[src/rtl/alu_pkg.sv]
// Shared opcode constants and FSM state type for the multi-cycle ALU and the
// decoder that produces aluControl.
package alu_pkg;

   localparam logic [2:0] AluAdd = 3'b000;
   localparam logic [2:0] AluSub = 3'b001;
   localparam logic [2:0] AluAnd = 3'b010;
   localparam logic [2:0] AluOr  = 3'b011;
   localparam logic [2:0] AluSll = 3'b100;
   localparam logic [2:0] AluSlt = 3'b101;

   typedef enum logic [1:0] {
      StIdle,
      StExec,
      StDone
   } state_e;

endpackage

[src/rtl/alu_core.sv]
// Single-cycle combinational ALU datapath: add, sub, and, or, signed slt.
// Every other code, including the shift code, produces 0.
module alu_core
   import alu_pkg::*;
#(
   parameter int unsigned WIDTH = 32
) (
   input  logic [2:0]       ctrl_i,
   input  logic [WIDTH-1:0] a_i,
   input  logic [WIDTH-1:0] b_i,
   output logic [WIDTH-1:0] result_o
);

   always_comb begin
      result_o = '0;
      case (ctrl_i)
         AluAdd:  result_o = a_i + b_i;
         AluSub:  result_o = a_i - b_i;
         AluAnd:  result_o = a_i & b_i;
         AluOr:   result_o = a_i | b_i;
         AluSlt:  result_o = {{(WIDTH-1){1'b0}}, ($signed(a_i) < $signed(b_i))};
         default: result_o = '0;
      endcase
   end

endmodule

[src/rtl/alu_multiciclo.sv]
// Multi-cycle ALU: IDLE/EXEC/DONE handshake around alu_core with registered result.
// Define ALU_SERIAL_SHIFT_EN to add a one-bit-per-cycle logical left shift on code 100.
module alu_multiciclo
   import alu_pkg::*;
#(
   parameter int unsigned WIDTH = 32
) (
   input  logic             clk,
   input  logic             reset,
   input  logic             start,
   input  logic [2:0]       aluControl,
   input  logic [WIDTH-1:0] srcA,
   input  logic [WIDTH-1:0] srcB,
   output logic             ready,
   output logic             done,
   output logic [WIDTH-1:0] aluResult,
   output logic             zero
);

   state_e           state_q, state_d;
   logic [2:0]       ctrl_q, ctrl_d;
   logic [WIDTH-1:0] a_q, a_d;
   logic [WIDTH-1:0] b_q, b_d;
   logic [WIDTH-1:0] result_q, result_d;
   logic             zero_q, zero_d;
   logic [WIDTH-1:0] core_result;
   logic [WIDTH-1:0] exec_res;
   logic             exec_last;

`ifdef ALU_SERIAL_SHIFT_EN
   localparam int unsigned ShW = $clog2(WIDTH);
   logic [ShW-1:0] cnt_q, cnt_d;
`endif

   alu_core #(
      .WIDTH(WIDTH)
   ) u_core (
      .ctrl_i  (ctrl_q),
      .a_i     (a_q),
      .b_i     (b_q),
      .result_o(core_result)
   );

   always_comb begin
      state_d   = state_q;
      ctrl_d    = ctrl_q;
      a_d       = a_q;
      b_d       = b_q;
      result_d  = result_q;
      zero_d    = zero_q;
      exec_res  = core_result;
      exec_last = 1'b1;
`ifdef ALU_SERIAL_SHIFT_EN
      cnt_d = cnt_q;
      // a_q doubles as the shift register; the final shift folds into the DONE write.
      if (ctrl_q == AluSll) begin
         exec_res  = (cnt_q == '0) ? a_q : (a_q << 1);
         exec_last = (cnt_q <= ShW'(1));
      end
`endif

      case (state_q)
         StIdle, StDone: begin
            if (start) begin
               state_d = StExec;
               ctrl_d  = aluControl;
               a_d     = srcA;
               b_d     = srcB;
`ifdef ALU_SERIAL_SHIFT_EN
               cnt_d   = srcB[ShW-1:0];
`endif
            end else begin
               state_d = StIdle;
            end
         end
         StExec: begin
            if (exec_last) begin
               state_d  = StDone;
               result_d = exec_res;
               zero_d   = (exec_res == '0);
            end else begin
`ifdef ALU_SERIAL_SHIFT_EN
               a_d   = a_q << 1;
               cnt_d = cnt_q - 1'b1;
`endif
            end
         end
         default: state_d = StIdle;
      endcase
   end

   always_ff @(posedge clk or posedge reset) begin
      if (reset) begin
         state_q  <= StIdle;
         ctrl_q   <= '0;
         a_q      <= '0;
         b_q      <= '0;
         result_q <= '0;
         zero_q   <= 1'b1;
`ifdef ALU_SERIAL_SHIFT_EN
         cnt_q    <= '0;
`endif
      end else begin
         state_q  <= state_d;
         ctrl_q   <= ctrl_d;
         a_q      <= a_d;
         b_q      <= b_d;
         result_q <= result_d;
         zero_q   <= zero_d;
`ifdef ALU_SERIAL_SHIFT_EN
         cnt_q    <= cnt_d;
`endif
      end
   end

   assign ready     = (state_q != StExec);
   assign done      = (state_q == StDone);
   assign aluResult = result_q;
   assign zero      = zero_q;

endmodule

[config.mk]
export PLATFORM = sky130hd
export DESIGN_NAME = alu_multiciclo
export DESIGN_NICKNAME = d
export VERILOG_FILES = /design/src/rtl/alu_pkg.sv /design/src/rtl/alu_core.sv /design/src/rtl/alu_multiciclo.sv
export SDC_FILE = /design/constraint.sdc
export NUM_CORES = 1
export LEC_CHECK = 0
export CAP_MARGIN = 20
export CORE_ASPECT_RATIO = 0.5
export CORE_MARGIN = 2
export CORE_UTILIZATION = 41
export CTS_CLUSTER_SIZE = 12
export DETAILED_ROUTE_END_ITERATION = 6
export HOLD_SLACK_MARGIN = 0.08
export MAX_ROUTING_LAYER = met4
export SYNTH_ARGS = -nofsm -noshare
export SYNTH_HDL_FRONTEND = slang
export SYNTH_SLANG_ARGS = --single-unit
[constraint.sdc]
create_clock -name clk -period 4.2 [get_ports clk]
set_clock_uncertainty 0.15 [all_clocks]
set_input_delay 1.26 -clock clk [delete_from_list [all_inputs] [get_ports clk]]
set_output_delay 1.26 -clock clk [all_outputs]
set_load 0.05 [all_outputs]
=== Word-level counts from Yosys, hierarchy flattened ===
Index checks and enable logic that the tools add are counted.

* Flip-flop bits (word level): 102
* Logic and storage cells: 26

* Add/subtract/negate cells: 2
* Order comparisons: 1
* Eq/ne operators: 7
* Mux-type cells: 3
* Bitwise gates (word level): 2
* Reduce and logical (&&, ||, !) cells: 5

{| class="wikitable"
|+ Operators with widths
! cell !! count
|-
| $pmux W32 S5 || 1
|-
| $add A32 B32 Y32 || 1
|-
| $and A32 B32 Y32 || 1
|-
| $logic_not A32 Y1 || 1
|-
| $lt A32 B32 Y1 || 1
|-
| $or A32 B32 Y32 || 1
|-
| $sub A32 B32 Y32 || 1
|-
| $eq A3 B2 Y1 const B || 2
|-
| $pmux W2 S2 || 1
|-
| $eq A3 B1 Y1 const B || 1
|-
| $eq A3 B3 Y1 const B || 1
|-
| $logic_not A3 Y1 || 1
|-
| $eq A2 B1 Y1 const B || 1
|-
| $eq A2 B2 Y1 const B || 1
|-
| $logic_not A2 Y1 || 1
|-
| $ne A2 B1 Y1 const B || 1
|-
| $reduce_and A2 Y1 || 1
|-
| $reduce_or A2 Y1 || 1
|-
| $mux W1 || 1
|}

=== Longest topological paths before layout ===
* Depth after elaboration: 3
* Gate-level depth with buffers: 16
* Depth with buffers taken out: 15

=== Cells and area by module ===
A second synthesis with hierarchy kept.

* Cells, all modules: 986
* Area total of the unflattened synthesis: 8929.8 µm²

{| class="wikitable"
|+ Modules (own cells, without submodules)
! module !! times used !! cells an instance !! area an instance (µm²) !! seq. area each (µm²)
|-
| alu_core || 1 || 756 || 4956.0 || 0.0
|-
| alu_multiciclo || 1 || 230 || 3973.8 || 2553.7
|}

=== Least setup slack after synthesis ===
OpenSTA, ideal clock, no wires.

* Path type: reg2reg
* From: register a_q[0]
* To: register zero_q, in the netlist zero
* Setup time: 0.097 ns
* Data arrival time: 3.620 ns
* Setup slack: 0.333 ns
* Stages on the path, launching flop included: 17
* Period minus slack after synthesis: 3.867 ns
* Path through: dfrtp_1 -> inv_1 -> ha_1 -> inv_1 -> fa_1 -> nor2b_1 -> o211ai_1 -> a21o_1 -> and3_1 -> buf_2 -> a211oi_1 -> o41ai_1 -> xnor2_1 -> o22ai_1 -> or4_1 -> or4_1 -> o41ai_2

* Word-level cells in the longest chain between the ends: 3
* Elaborated cells on any way between the ends: 7
* Classes of those cells: add/sub (2); order compare (1); mux (1); bitwise (2); reduce/logical (1)

{| class="wikitable"
|+ RTL lines
! item !! RTL line !! source
|-
| start: declaration || alu_multiciclo.sv:22 || <nowiki>logic [WIDTH-1:0] a_q, a_d;</nowiki>
|-
| start signal: assignment || alu_multiciclo.sv:96 || <nowiki>a_q <= '0;</nowiki>
|-
| start signal: assignment || alu_multiciclo.sv:106 || <nowiki>a_q <= a_d;</nowiki>
|-
| $sub A32 B32 Y32 (tied with other cells) || alu_core.sv:18 || <nowiki>AluSub: result_o = a_i - b_i;</nowiki>
|-
| $pmux W32 S5 (*) || alu_core.sv:16 || <nowiki>case (ctrl_i)</nowiki>
|-
| $logic_not A32 Y1 (*) || alu_multiciclo.sv:80 || <nowiki>zero_d = (exec_res == '0);</nowiki>
|-
| end signal: assignment || alu_multiciclo.sv:109 || <nowiki>zero_q <= zero_d;</nowiki>
|-
| end: declaration || alu_multiciclo.sv:25 || <nowiki>logic zero_q, zero_d;</nowiki>
|}

Mark *: on every way between the ends. The rest lies on a longest branch, timed or not.
A chain may end at the register's enable or synchronous reset.

=== Worst setup path in the final report ===
* From: register a_q[1]
* To: register zero_q, in the netlist zero

The elaborated chain is that of the path after synthesis.

==> results.json <==
{
  "numCtsBuffers": 9,
  "synth_seq_cells": 102,
  "power.density_nw_per_um2": 474.0,
  "startpoint_type": "flop",
  "cts_tree": "yes",
  "path_cells": "inv_1 > ha_1 > a21o_1 > nand4_1 > buf_4 > a21oi_1 > o31a_1 > a311o_1 > a21oi_1 > nor3_1 > a211oi_1 > buf_4 > nor4b_2 > nand4_1 > o41ai_2",
  "first_iter_violations": 792,
  "leakage_uw": 0.004758,
  "setup_violations": 0,
  "multi_input_area_sq_um": 5724,
  "fin_tns_setup_ps": 0,
  "irDropWorstVdd_uv": 253.1,
  "grt_pass1_wl_um": 48380,
  "numPortBuffers": 104,
  "synth_ff_type": "dfrtp_1",
  "critical_path.max_stage_delay_ps": 480,
  "path_max_fanout": 5,
  "maxCapViolCount": 0,
  "cts.clk_slew.worst_paths_ps": 80,
  "cts_max_path_buffers": 2,
  "first_pass_iters": 5,
  "grt_pass1_vias": 8240,
  "drive_gt1_share_pct": 10.42,
  "wl_per_cell_um": 20.22,
  "antenna_left": 0,
  "crit_family": "compound AO/OA/AOI/OAI gates",
  "ctsHtreeMaxLevel": 3,
  "cp-end-kind": "flop",
  "final_area_sq_um": 10820,
  "clock-sinks": 102,
  "worst-endpoint-arrival_ps": 4110,
  "synth_cells": 1135,
  "cp_data_required_time_ps": 4350,
  "core-area_sq_um": 20790,
  "routed_via_density": 5.694,
  "synthArstFlopShare_pct": 100.0,
  "initial_core_util_pct": 42.32,
  "fin_crit_sh_pct": 94.42,
  "clock_latency_ps": 390,
  "synth_top_area_share_pct": 28.73,
  "tightest_slew_ps": 955.5,
  "cp_slowest_cell": "dfrtp_1",
  "n_fill_cell": 2062,
  "power.internal_uw": 2659,
  "wl_um": 30750,
  "postPlaceCellArea_sq_um": 10390,
  "synth_edf_count": 0,
  "cts_root_buf": "clkbuf_16",
  "gp_congestion": 0.9279,
  "antenna_cells": 0,
  "report.final.slew_viol_count": 0,
  "crit_buf_inv": 3,
  "syn_nets": 1316,
  "grtUsageTotal_pct": 29.08,
  "fp.dieH_um": 107.6,
  "yosysUniqueCellTypes": 73,
  "row_count": 37,
  "grt_max_degree": 134,
  "dieArea_sq_um": 22720,
  "synth_area_sq_um": 8797,
  "p_sw_share_pct": 48.14,
  "whs_ps": 337.1,
  "relSlewSlack_pct": 35.92,
  "status": "finished, final reports clean",
  "fmax_mhz": 252.2,
  "synthTopCellsByArea": "dfrtp_1, ha_1, nand2_1",
  "hold_viol_final": 0,
  "vias": 8660,
  "p_clk_share_pct": 17.6,
  "yosysWarningCount": 0,
  "avgSynthCellArea_sq_um": 7.751,
  "combPwrFrac_pct": 56.8,
  "rsz0062_at_grt": "no",
  "synth_top_area_cell": "dfrtp_1",
  "hpwl_um": 24230,
  "regArea_sq_um": 2555,
  "die_width_um": 211.2,
  "p_switching_uw": 2468,
  "critPathKind": "flop to flop",
  "drc": 0,
  "nets": 1424,
  "grt_antenna_before_repair": 0,
  "ys_seq_area_share_pct": 29.03,
  "hold_path.class": "flop to flop",
  "area_growth_syn_to_layout_pct": 22.94,
  "period_needed_ps": 3966,
  "p_seq_share_pct": 25.5,
  "gr-total-overflow": 0,
  "io_pins": 105
}
-- cells by family (layout without fill, tap and decap cells) --
group	count (synthesis)	in the layout	synth area share (%)
buffers and inverters	162	275	7.197
multiplexers	9	9	1.095
adder cells (fa/ha/maj)	111	111	15.96
XOR/XNOR	27	27	2.688
AO/OA/AOI/OAI	356	356	25.12
AND/OR/NAND/NOR	368	368	18.92
flip-flops	102	102	29.03
-- metrics by stage --
step           power, uW  worst slack, ps  cells  utilization (%)
6_report            5127            234.3   1521            52.03
5_1_grt             5446            22.63   1521            52.03
4_1_cts             5095            24.78   1520            51.53
3_5_place_dp        4161           -57.18   1504            49.99
3_3_place_gp        4153            86.66   1504            49.99
2_1_floorplan       3142            116.2   1135                -
-- per-layer routing --
| metal | GRT usage [%] | routed length, um | share of wire (%) | vias up |
|---|---|---|---|---|
| met5 | - | 0 | 0 | - |
| met4 | 6.740 | 467 | 1.5 | 0 |
| met3 | 5.368 | 1986 | 6.5 | 32 |
| met2 | 42.18 | 13250 | 43 | 229 |
| met1 | 41.80 | 15060 | 49 | 4240 |
| li1 | - | - | - | 4159 |
-- Yosys cell counts, drive strengths merged (4+ instances only) --
| cell type | n |
|---|---|
| nor4 | 17 |
| or2 | 4 |
| dfrtp | 101 |
| inv | 95 |
| a31oi | 10 |
| nand2b | 9 |
| o31ai | 10 |
| buf | 20 |
| a211oi | 23 |
| o21a | 8 |
| and2 | 4 |
| o221ai | 6 |
| o21bai | 5 |
| or4 | 5 |
| nor3 | 19 |
| ha | 109 |
| nand3 | 14 |
| a21oi | 91 |
| o21ai | 129 |
| mux2i | 4 |
| o211ai | 11 |
| xnor2 | 23 |
| a211o | 4 |
| or3 | 4 |
| nand4 | 10 |
| nand2 | 175 |
| a21o | 9 |
| xor2 | 4 |
| nor2b | 13 |
| o41ai | 5 |
| a311oi | 6 |
| mux2 | 5 |
| o22ai | 12 |
| nor2 | 79 |
| clkbuf | 46 |
| and3 | 7 |
-- what timing repair did --
item,CTS,global route
setup buffers,0,1
pin swaps,1,6
hold buffers,0,0
gates resized for setup,2,24
endpoints found under the setup margin,1,1
-- registers in the layout (all words and copies together) (netlist names) --
signal / count
ctrl_q: 3
aluResult: 32
b_q: 32
state_q: 2
a_q: 32
zero: 1
-- area by class of cell --
class | instances | area share (%)
Clock inverter | 7 | 0.8098
Inverter | 96 | 3.355
Timing Repair Buffer | 163 | 14.04
Tap cell | 273 | 3.158
Multi-Input combinational cell | 871 | 52.93
Sequential cell | 102 | 23.62
Clock buffer | 9 | 2.082
-- path summary, 6_finish.rpt --
check	start	to	slack, ps	cells past startpoint
max reg2reg	a_q[1]	zero	230	15
min reg2reg	aluResult[21]	aluResult[21]	340	2
max in group asynchronous	reset	a_q[7]	2070	3
min	aluResult[21]	aluResult[21]	340	2
min in group asynchronous	reset	b_q[28]	1150	2
max	a_q[1]	zero	230	15
-- worst min-delay path, delay by kind of cell, from the launching register on --
family           cells  cell delay [ps]
flip-flops           1              350
AO/OA/AOI/OAI        1               60
AND/OR/NAND/NOR      1               40
-- cells in the final DEF, fill, tap and decap left out, types with 7 or more instances in the layout --
cell type / instances
o211ai_1: 10
a211oi_1: 20
nand4_1: 10
nor3_1: 19
ha_1: 102
nor4_1: 14
o21ai_0: 127
a21o_1: 9
clkbuf_16: 9
dfrtp_1: 100
nor2_1: 79
nor2b_1: 11
inv_1: 89
buf_4: 57
ha_2: 7
a31oi_1: 10
clkdlybuf4s50_1: 103
o22ai_1: 12
nand3_1: 14
xnor2_1: 23
a21oi_1: 87
o31ai_1: 9
nand2_1: 175
o21a_1: 8
nand2b_1: 8
-- power groups by stage --
stage          registers (uW)  clock network, uW  logic (uW)
2_1_floorplan            1650                  0        1490
3_3_place_gp             1320                  0        2830
3_5_place_dp             1330                  0        2830
4_1_cts                  1310                935        2850
5_1_grt                  1340                963        3150
6_report                 1310                903        2910
No activity file was read; power rests on OpenSTA's default activity.
